## config.mk

```make
export PLATFORM = sky130hd
export DESIGN_NAME = posit_raw_encode_es2
export DESIGN_NICKNAME = d
export VERILOG_FILES = /design/src/rtl/posit_raw_encode_es2.sv
export SDC_FILE = /design/constraint.sdc
export NUM_CORES = 1
export LEC_CHECK = 0
export ABC_AREA = 0
export BUFFER_PORTS_ARGS = -buffer_cell sky130_fd_sc_hd__clkbuf_2
export CAP_MARGIN = 20
export CELL_PAD_IN_SITES_DETAIL_PLACEMENT = 1
export CELL_PAD_IN_SITES_GLOBAL_PLACEMENT = 2
export CORE_MARGIN = 2
export CORE_UTILIZATION = 34
export CTS_BUF_LIST = sky130_fd_sc_hd__clkbuf_8
export DETAILED_ROUTE_END_ITERATION = 12
export PLACE_DENSITY = 0.8
export RECOVER_POWER = 25
export SYNTH_ARGS = -nofsm -noshare
export SYNTH_HDL_FRONTEND = slang
export SYNTH_SLANG_ARGS = --single-unit
```

## constraint.sdc

```tcl
create_clock -name clk -period 4.1 [get_ports clk]
set_clock_uncertainty 0.05 [all_clocks]
set_input_delay 0.615 -clock clk [delete_from_list [all_inputs] [get_ports clk]]
set_output_delay 0.615 -clock clk [all_outputs]
set_load 0.05 [all_outputs]
```

## src/rtl/posit_raw_encode_es2.sv

```systemverilog
// posit_raw_encode_es2: 3-stage raw {sgn,scale,frac,inf,zero} to ES=2 posit encoder with RNE.
module posit_raw_encode_es2 #(
  parameter int NBITS = 32,
  parameter int FRAC_W = 30,
  parameter int SCALE_W = 8
) (
  input  logic                        clk,
  input  logic                        rst_n,
  input  logic [SCALE_W+FRAC_W+2:0]   in_i,
  input  logic                        truncated_i,
  input  logic                        start_i,
  output logic [NBITS-1:0]            result_o,
  output logic                        done_o
);
  localparam int W = 2*NBITS;
  localparam int SW = $clog2(W);
  localparam logic signed [SCALE_W-1:0] SMAX = SCALE_W'(4*(NBITS-2));
  logic                      v0_q, tr0_q;
  logic [SCALE_W+FRAC_W+2:0] in_q;
  logic                      sg0, inf0, zr0;
  logic signed [SCALE_W-1:0] sc0, k0;
  logic [FRAC_W-1:0]         fr0;
  logic [SW-1:0]             sh0;
  logic                      v1_q, sg1_q, nar1_q, zr1_q, sp1_q, sn1_q, kn1_q, tr1_q;
  logic [SW-1:0]             sh1_q;
  logic [1:0]                e1_q;
  logic [FRAC_W-1:0]         fr1_q;
  logic [W-1:0]              rg2, m2;
  logic                      v2_q, sg2_q, nar2_q, zr2_q, g2_q, st2_q;
  logic [NBITS-2:0]          mg2_q;
  logic [NBITS-1:0]          rnd3, mag3, res_d, result_q;
  logic                      done_q;
  always_ff @(posedge clk) begin
    if (!rst_n) v0_q <= 1'b0;
    else v0_q <= start_i === 1'b1;
    in_q <= in_i;
    tr0_q <= truncated_i;
  end
  assign {sg0, sc0, fr0, inf0, zr0} = in_q;
  assign k0 = sc0 >>> 2;
  // shift amount is the regime run length: k+1 ones, or -k zeros
  assign sh0 = SW'(k0[SCALE_W-1] ? -k0 : k0 + 1'b1);
  always_ff @(posedge clk) begin
    if (!rst_n) v1_q <= 1'b0;
    else v1_q <= v0_q;
    sg1_q <= sg0;
    nar1_q <= inf0;
    zr1_q <= zr0;
    sp1_q <= sc0 >= SMAX;
    sn1_q <= sc0 <= -SMAX;
    kn1_q <= k0[SCALE_W-1];
    sh1_q <= sh0;
    e1_q <= sc0[1:0];
    fr1_q <= fr0;
    tr1_q <= tr0_q;
  end
  assign rg2 = kn1_q ? {1'b1, {W-1{1'b0}}} >> sh1_q : ~({W{1'b1}} >> sh1_q);
  assign m2 = rg2 | ({1'b0, e1_q, fr1_q, {W-3-FRAC_W{1'b0}}} >> sh1_q);
  always_ff @(posedge clk) begin
    if (!rst_n) v2_q <= 1'b0;
    else v2_q <= v1_q;
    sg2_q <= sg1_q;
    nar2_q <= nar1_q;
    zr2_q <= zr1_q;
    mg2_q <= sp1_q ? '1 : sn1_q ? (NBITS-1)'(1) : m2[W-1 -: NBITS-1];
    g2_q <= !(sp1_q || sn1_q) && m2[W-NBITS];
    st2_q <= tr1_q || |m2[W-NBITS-1:0];
  end
  assign rnd3 = {1'b0, mg2_q} + NBITS'(g2_q & (st2_q | mg2_q[0]));
  assign mag3 = rnd3[NBITS-1] ? {1'b0, {NBITS-1{1'b1}}} : rnd3 == '0 ? NBITS'(1) : rnd3;
  assign res_d = nar2_q ? {1'b1, {NBITS-1{1'b0}}} : zr2_q ? '0 : sg2_q ? -mag3 : mag3;
  always_ff @(posedge clk) begin
    if (!rst_n) begin
      done_q <= 1'b0;
      result_q <= '0;
    end else begin
      done_q <= v2_q;
      if (v2_q) result_q <= res_d;
    end
  end
  assign result_o = result_q;
  assign done_o = done_q;
endmodule
```

After elaboration in Yosys (flattened, before gate mapping):

Index checks and enable logic that the tools add are counted.
W data, S select, Z words.

* $lt $le $gt $ge: 2
* reduce and logical (&&, ||, !) cells: 7
* shifts and indexed selects: 3
* eq/ne operators: 1
* muxes and demuxes: 8
* bitwise operators: 4
* add/sub/neg operators: 4

Operator list (count)
* $shr A64 B6 Y64 const A: 2
* $mux W32: 3
* $mux W31: 3
* $mux W64: 1
* $not A64 Y64: 1
* $or A64 B64 Y64: 1
* $shr A63 B6 Y64: 1
* $add A31 B1 Y32: 1
* $logic_not A32 Y1: 1
* $neg A31 Y32: 1
* $reduce_or A32 Y1: 1
* $ge A8 B8 Y1 const B: 1
* $le A8 B8 Y1 const B: 1
* $add A6 B2 Y6 const B: 1
* $mux W6: 1
* $neg A6 Y6: 1
* $logic_or A1 B1 Y1: 2
* $reduce_or A2 Y1: 1
* $and A1 B1 Y1: 1
* $eqx A1 B1 Y1 const B: 1
* $logic_and A1 B1 Y1: 1
* $logic_not A1 Y1: 1
* $or A1 B1 Y1: 1

* logic and storage cells: 53
* register bits: 159
* input port bits: 45
* output and inout port bits: 33

Depth between registers and ports, before layout:

Gate-level depths: netlist of run 1.

* depth after elaboration: 10
* mapped depth: 21
* depth with buffers taken out: 18

Worst setup path after synthesis of run 1:

No wires, ideal clock.

* kind: register to register
* start: register mg2_q[0]
* end: register result_q[26], in the netlist result_o[26]
* data required time: 3.921 ns
* clock period less this slack: 4.228 ns
* path buffers: 3
* arrival: 4.049 ns
* path slack: -0.128 ns
* setup time: 0.129 ns
* stages on the path, launching flop included: 22
* cell sequence: dfxtp_1 -> o21a_1 -> ha_1 -> ha_1 -> buf_6 -> and4_4 -> and4_4 -> buf_6 -> or3_1 -> a2111o_1 -> nor4b_2 -> and4_4 -> buf_6 -> nor2_2 -> ha_1 -> nor2b_1 -> nand3_1 -> o31ai_4 -> o21ai_1 -> nor2_1 -> xnor2_1 -> o21ai_0

* longest elaborated chain between the ends: 10

Ends and longest elaborated chain
* from (decl): line 30 `logic [NBITS-2:0] mg2_q;`
* from (signal assigned): line 65 `mg2_q <= sp1_q ? '1 : sn1_q ? (NBITS-1)'(1) : m2[W-1 -: NBITS-1];`
* $or A1 B1 Y1: line 69 `assign rnd3 = {1'b0, mg2_q} + NBITS'(g2_q & (st2_q | mg2_q[0]));`
* $and A1 B1 Y1: line 69
* $add A31 B1 Y32 *: line 69
* $logic_not A32 Y1: line 70 `assign mag3 = rnd3[NBITS-1] ? {1'b0, {NBITS-1{1'b1}}} : rnd3 == '0 ? NBITS'(1) : rnd3;`
* $mux W31: line 70
* $mux W31 *: line 70
* $neg A31 Y32: line 71 `assign res_d = nar2_q ? {1'b1, {NBITS-1{1'b0}}} : zr2_q ? '0 : sg2_q ? -mag3 : mag3;`
* $mux W32 * (3 in a row): line 71
* to (signal assigned): line 78 `if (v2_q) result_q <= res_d;`
* to (decl): line 31 `logic [NBITS-1:0] rnd3, mag3, res_d, result_q;`

Mark *: on every way between the ends. The rest lies on a longest branch, timed or not.
A chain may end at the register's enable or synchronous reset.

Final worst setup path of run 1:

* start: register mg2_q[0]
* end: register result_q[18], in the netlist result_o[18]

The elaborated chain is that of the path after synthesis.

==> flow_metrics.env, run 1 <==
export IMPL_hold_depth=1
export IMPL_clock_latency_ns=0.47
export IMPL_end_kind="flip-flop"
export IMPL_required_ns=4.38
export IMPL_period_needed_ns=3.97
export IMPL_cts_sinks=159
export IMPL_area_growth_pct=15.1
export IMPL_layout_nets=1229
export IMPL_syn_nets=1165
export IMPL_slew_viol_final=0
export IMPL_post_dp_hpwl_um=22500
export IMPL_worst_slew_pin_slew_ns=0.987
export IMPL_drv_cap=0
export IMPL_cts_max_level=4
export IMPL_fin_cells=1532
export IMPL_crit_arrival_ns=4.25
export IMPL_vias=8708
export IMPL_period_share=0.968
export IMPL_setup_tns_ns=0
export IMPL_grt_use_total=0.212
export IMPL_grt_pass1_vias=8864
export IMPL_die_w_um=169
export IMPL_path_max_fanout=5
export IMPL_first_pass_iters=5
export IMPL_fmax_mhz=252
export IMPL_placedCellCount=1493
export IMPL_synth_common_cells="dfxtp_1 (159), nand2_1 (115), nor2_1 (87)"
export IMPL_portBuffers=77
export IMPL_yosys_most_used_dff="dfxtp_1"
export IMPL_antennaDiodeCount=0
export IMPL_holdPathEnd="in_q[21]$_DFF_P_"
export IMPL_ys_types=85
export IMPL_setup_viol=0
export IMPL_drc=0
export IMPL_grt_pass1_wl_um=48500
export IMPL_cts_hold_buffers=0
export IMPL_wl_per_cell_um=19.7
export IMPL_powerDensity_nw_per_um2=456
export IMPL_syn_area_per_cell_um2=8.35
export IMPL_io_pins=78
export IMPL_gp_congestion=0.962
export IMPL_start_util=0.346
export IMPL_r2r_worst_path_cells=18
export IMPL_p_leak_uw=0.00417
export IMPL_critical_path_most_common_cell="ha_4"
export IMPL_ys_ff_latch=159
export IMPL_critPathSlowestCell="or4_4"
export IMPL_fill_cells=3250
export IMPL_synthCells=1114
export IMPL_min_from="in_i[21]"
export IMPL_antenna_left=0
export IMPL_grt_max_degree=52
export IMPL_yosysTopAreaCellShare=0.342
export IMPL_post_drt_via_cell_ratio=5.68
export IMPL_routed_wl_um=30100
export IMPL_fin_total_pwr_uw=4880
export IMPL_synth_warnings=0
export IMPL_die_area_um2=28700
export IMPL_critPathKind="flip-flop to flip-flop"
export IMPL_overflow=0
export IMPL_die_h_um=169
export IMPL_numCtsBuffers=17
export IMPL_start_kind="flip-flop"
export IMPL_drt_iter0_drc=483
export IMPL_syn_cell_area_um2=9310
export IMPL_yosysSeqAreaShare=0.342
export IMPL_tritoncts="done"
export IMPL_drive_above_1_share=0.211
export IMPL_clkTransAtPathRegs_ns=0.11
export IMPL_rr_endpoint="result_o[18]$_SDFFE_PN0P_"
export IMPL_rows=60
export IMPL_cp_slowest_stage_delay_ns=0.60
export IMPL_hold_slack_ns=0.180
export IMPL_cts_path_max_buffers=2
export IMPL_peakVddDrop_mv=0.203
export IMPL_synth_area_leader_cell="dfxtp_1"
export IMPL_synth_edf_count=0
export IMPL_synthArstFlopShare=0
export IMPL_antenna_found_initial=0
export IMPL_r2r_start="mg2_q[0]$_SDFF_PN1_"
export IMPL_yosys_top_cells_area="dfxtp_1 (34%), mux4_2 (4.8%), nand2_1 (4.6%)"
export IMPL_slew_headroom=0.339
export IMPL_hold_path_class="input pin to flip-flop"
export IMPL_synth_most_common_cell="dfxtp_1"
export IMPL_final_hold_viol_count=0
export IMPL_status="finished clean"
export IMPL_clockRootBuffer="clkbuf_8"
export IMPL_reg2reg_slack_ns=0.13
export IMPL_core_area_um2=26900
export IMPL_utilization=0.398
export IMPL_cp_cell_sequence="o21a_1 > ha_4 > ha_4 > nand4_1 > or4_4 > a32oi_2 > a2111o_1 > nor4b_2 > and4_4 > nor2_4 > ha_2 > nor2b_4 > nand3_4 > o31ai_4 > a21boi_4 > nand2_1 > xor2_1 > o21ai_1"
[layout by cell type (no fill, tap or decap), types with 9 or more instances in the layout]
master,count
nand2_1,115
a31oi_1,25
mux2_2,20
nand4_1,25
o21ai_0,68
and2_1,21
o22ai_1,11
nand2b_1,10
inv_1,20
mux4_2,20
a211oi_1,15
and3_1,16
nor2_1,87
o21bai_1,26
dfxtp_1,155
clkbuf_8,17
nor3_1,27
buf_4,56
nor4_1,11
o21ai_1,12
mux2i_1,39
clkbuf_2,77
xor2_1,19
xnor2_1,33
nand3_1,30
a21oi_1,61
or3_1,9
[critical path, delay by kind of cell (launching register included)]
family / cells / cell delay, ns
AO/OA/AOI/OAI: 6 / 1.28
XOR/XNOR: 1 / 0.17
flip-flops: 1 / 0.36
adder cells (fa/ha/maj): 3 / 0.50
AND/OR/NAND/NOR: 8 / 1.48
[flip-flops by register name, summed over array words and instances (netlist names)]
name	cells
v0_q	1
e1_q	2
sh1_q	6
sg1_q	1
tr1_q	1
zr1_q	1
v1_q	1
nar1_q	1
result_o	32
fr1_q	30
g2_q	1
in_q	41
done_o	1
nar2_q	1
sp1_q	1
sg2_q	1
st2_q	1
sn1_q	1
kn1_q	1
v2_q	1
tr0_q	1
zr2_q	1
mg2_q	31
[power by group]
group	switching, uW	internal, uW	leakage (uW)
logic	1030	706	0.00264
registers	214	1680	0.00133
clock network	692	562	0.000207
[per-stage QoR]
stage	setup slack (ns)	cell area, um^2
floorplan	0.00876	9340
global placement	0.130	10200
detailed placement	-0.00307	10200
CTS	0.0438	10600
global route	-0.0482	10700
finish	0.130	10700
[worst max-delay path by stage]
stage / cells past startpoint / endpoint / startpoint / slack, ns
global route: 18 / result_o[22]$_SDFFE_PN0P_ / mg2_q[0]$_SDFF_PN1_ / -0.05
global placement: 18 / result_o[20]$_SDFFE_PN0P_ / mg2_q[0]$_SDFF_PN1_ / 0.13
CTS: 18 / result_o[22]$_SDFFE_PN0P_ / mg2_q[0]$_SDFF_PN1_ / 0.04
detailed placement: 18 / result_o[28]$_SDFFE_PN0P_ / mg2_q[0]$_SDFF_PN1_ / -0.003
finish: 18 / result_o[18]$_SDFFE_PN0P_ / mg2_q[0]$_SDFF_PN1_ / 0.13
floorplan: 21 / result_o[16]$_SDFFE_PN0P_ / mg2_q[0]$_SDFF_PN1_ / 0.009
[repair_timing]
action / CTS / global route
buffers inserted: 0 / 7
gates resized for setup: 1 / 13
pin swaps: 0 / 7
endpoints found under the setup margin: 2 / 14
[layer usage]
metal	wire length (um)	global-route usage	vias up
li1	-	-	4201
met1	13400	0.269	4224
met2	14600	0.360	216
met3	955	0.0264	67
met4	1170	0.0966	0
met5	0	0	-
[kinds of logic (layout without fill, tap and decap cells)]
group | count (synthesis) | count (layout) | synth area share
and+or+nand+nor | 401 | 401 | 0.220
AOI/OAI and AO/OA | 304 | 304 | 0.213
DFF | 159 | 159 | 0.342
adders and majority gates | 6 | 6 | 0.00807
xor gates and xnor gates | 52 | 52 | 0.0489
buffers and inverters | 113 | 190 | 0.0528
muxes | 79 | 79 | 0.115
[area by class of cell]
type	instances	area, um^2	area share
well taps	341	427	0.0398
flip-flops and latches	159	3190	0.298
clock inverters	15	178	0.0166
repair buffers	136	866	0.0809
clock buffers	17	234	0.0219
multi-input cells	842	5730	0.535
inverters	22	82.6	0.00771
(Power assumes the default switching activity.)
==> run 2: changes to the inputs <==
--- a/config.mk
+++ b/config.mk
@@ -11,10 +11,10 @@
 export CELL_PAD_IN_SITES_DETAIL_PLACEMENT = 1
 export CELL_PAD_IN_SITES_GLOBAL_PLACEMENT = 2
 export CORE_MARGIN = 2
-export CORE_UTILIZATION = 34
+export CORE_UTILIZATION = 38
 export CTS_BUF_LIST = sky130_fd_sc_hd__clkbuf_8
 export DETAILED_ROUTE_END_ITERATION = 12
-export PLACE_DENSITY = 0.8
+export PLACE_DENSITY = 0.85
 export RECOVER_POWER = 25
 export SYNTH_ARGS = -nofsm -noshare
 export SYNTH_HDL_FRONTEND = slang
==> constraint.sdc (replaced) <==
create_clock -name clk -period 4.05 [get_ports clk]
set_clock_uncertainty 0.05 [all_clocks]
set_input_delay 0.6075 -clock clk [delete_from_list [all_inputs] [get_ports clk]]
set_output_delay 0.6075 -clock clk [all_outputs]
set_load 0.05 [all_outputs]
==> flow_metrics.env, run 2 (synthesized netlist as in run 1, its figures left out) <==
export IMPL_drc=0
export IMPL_grt_pass1_vias=8688
export IMPL_area_growth_pct=14.5
export IMPL_antenna_left=0
export IMPL_status="finished clean"
export IMPL_start_util=0.385
export IMPL_swShare=0.391
export IMPL_fmax_mhz=256
export IMPL_grt_pass1_wl_um=47000
export IMPL_routed_wl_um=29200
export IMPL_required_ns=4.37
export IMPL_tritoncts="done"
export IMPL_grt_max_degree=52
export IMPL_antennaDiodeCount=0
export IMPL_cts_sinks=159
export IMPL_portBuffers=77
export IMPL_first_pass_iters=6
export IMPL_path_max_fanout=8
export IMPL_setup_tns_ns=0
export IMPL_critPathKind="flip-flop to flip-flop"
export IMPL_core_area_um2=24200
export IMPL_grtUsageMet3=0.0294
export IMPL_worst_slew_pin_slew_ns=1.02
export IMPL_hold_path_class="input pin to flip-flop"
export IMPL_seqPwrFrac=0.387
export IMPL_vias=8744
export IMPL_gp_congestion=0.945
export IMPL_grt_use_total=0.226
export IMPL_fin_total_pwr_uw=4910
export IMPL_clock_latency_ns=0.48
export IMPL_hold_slack_ns=0.170
export IMPL_antenna_found_initial=0
export IMPL_critPathSlowestCell="a2111o_1"
export IMPL_period_share=0.966
export IMPL_start_kind="flip-flop"
export IMPL_overflow=0
export IMPL_rsz0062_at_grt="true"
export IMPL_rows=57
export IMPL_final_hold_viol_count=0
export IMPL_cts_path_max_buffers=2
export IMPL_reg2reg_slack_ns=0.14
export IMPL_final_cell_mix="dfxtp_1 (154), nand2_1 (115), nor2_1 (87)"
export IMPL_slew_headroom=0.317
export IMPL_post_drt_via_cell_ratio=5.78
export IMPL_setup_viol=0
export IMPL_io_pins=78
export IMPL_clockRootBuffer="clkbuf_8"
export IMPL_numCtsBuffers=17
export IMPL_multi_input_area_um2=5730
export IMPL_powerDensity_nw_per_um2=460
export IMPL_drt_iter0_drc=526
export IMPL_utilization=0.441
export IMPL_wl_per_cell_um=19.3
export IMPL_critical_path_most_common_cell="and4_4"
export IMPL_period_needed_ns=3.91
export IMPL_die_w_um=160
export IMPL_grt_util_met1=0.281
export IMPL_cp_cell_sequence="o21a_1 > ha_4 > ha_4 > and4_4 > and4_4 > or3_1 > a2111o_1 > nor4b_2 > and4_4 > nor2_4 > ha_2 > nor2b_4 > buf_4 > nand2_1 > nand2_1 > a221oi_1 > o22ai_1 > and2_1"
export IMPL_peakVddDrop_mv=0.212
export IMPL_drive_above_1_share=0.211
export IMPL_cp_top_family="simple AND/OR/NAND/NOR gates"
export IMPL_die_h_um=160
export IMPL_regMostFlops="in_q"
export IMPL_cts_max_level=4
export IMPL_end_kind="flip-flop"
export IMPL_p_sw_uw=1920
export IMPL_clkTransAtPathRegs_ns=0.11
export IMPL_fill_cells=2964
export IMPL_clkPwrFrac=0.259
export IMPL_busiest_layer="met2"
export IMPL_p_comb_frac=0.354
export IMPL_final_common_cell="dfxtp_1"
export IMPL_p_int_uw=2990
export IMPL_largest_reg_flops=41
export IMPL_crit_arrival_ns=4.24
export IMPL_post_dp_hpwl_um=22000
export IMPL_slew_viol_final=0
export IMPL_worst_path_buf_inv=1
export IMPL_p_leak_uw=0.00417
export IMPL_drv_cap=0
export IMPL_grtUsageMet2=0.396
export IMPL_cp_slowest_stage_delay_ns=0.43
export IMPL_die_area_um2=25800
export IMPL_layout_nets=1227
export IMPL_seqCellArea_um2=3190
run 2: cell types whose count changed in the layout (fill, tap and decap cells not counted), sizes merged:
cell,before,now
buf,59,57
clkinvlp,2,1
clkbuf,94,95
run 2: repair_timing:
action | CTS | global route
setup endpoints to repair | 5 | 14
gates resized for setup | 4 | 9
hold buffers | 0 | 0
endpoints found under the hold margin | 0 | 0
pin swaps | 1 | 8
buffers inserted | 1 | 4
cloned | 0 | 0
run 2: area by class of cell:
cell class / count / share of cell area
Multi-Input combinational cell: 842 / 0.538
Sequential cell: 159 / 0.299
Timing Repair Buffer: 134 / 0.0775
Tap cell: 324 / 0.0380
Clock buffer: 18 / 0.0232
Clock inverter: 14 / 0.0163
Inverter: 22 / 0.00775
run 2: worst register-to-register path, delay by kind of cell (launching register included):
kind | cells | cell delay, ns
AO/OA/AOI/OAI | 4 | 0.99
AND/OR/NAND/NOR | 10 | 1.72
adder cells (fa/ha/maj) | 3 | 0.55
buffers and inverters | 1 | 0.16
flip-flops | 1 | 0.34
run 2: path summary, 6_finish.rpt:
path                         endpoint           startpoint  cells after the start
max          result_o[4]$_SDFFE_PN0P_  mg2_q[0]$_SDFF_PN1_                     18
min                   in_q[8]$_DFF_P_              in_i[8]                      1
max reg2reg  result_o[4]$_SDFFE_PN0P_  mg2_q[0]$_SDFF_PN1_                     18
min reg2reg         fr1_q[10]$_DFF_P_     in_q[12]$_DFF_P_                      0
run 2: power groups by stage:
stage	registers (uW)	clock network (uW)	logic, uW
global placement	1920	0	1650
detailed placement	1930	0	1670
floorplan	1830	0	1230
global route	1930	1380	1870
finish	1900	1270	1740
CTS	1900	1300	1690
run 2: metal layers:
metal / routed length, um / vias up
li1: - / 4210
met5: 0 / -
met4: 1010 / 0
met2: 14300 / 235
met1: 12700 / 4240
met3: 1120 / 59
run 2: metrics by stage:
step | instances | setup WS (ns) | cell area [um^2]
2_1_floorplan | 1114 | 0.00124 | 9350
3_5_place_dp | 1476 | -0.0827 | 10100
4_1_cts | 1509 | 0.00474 | 10600
5_1_grt | 1513 | -0.0274 | 10700
3_3_place_gp | 1476 | 0.0254 | 10100
6_report | 1513 | 0.138 | 10700
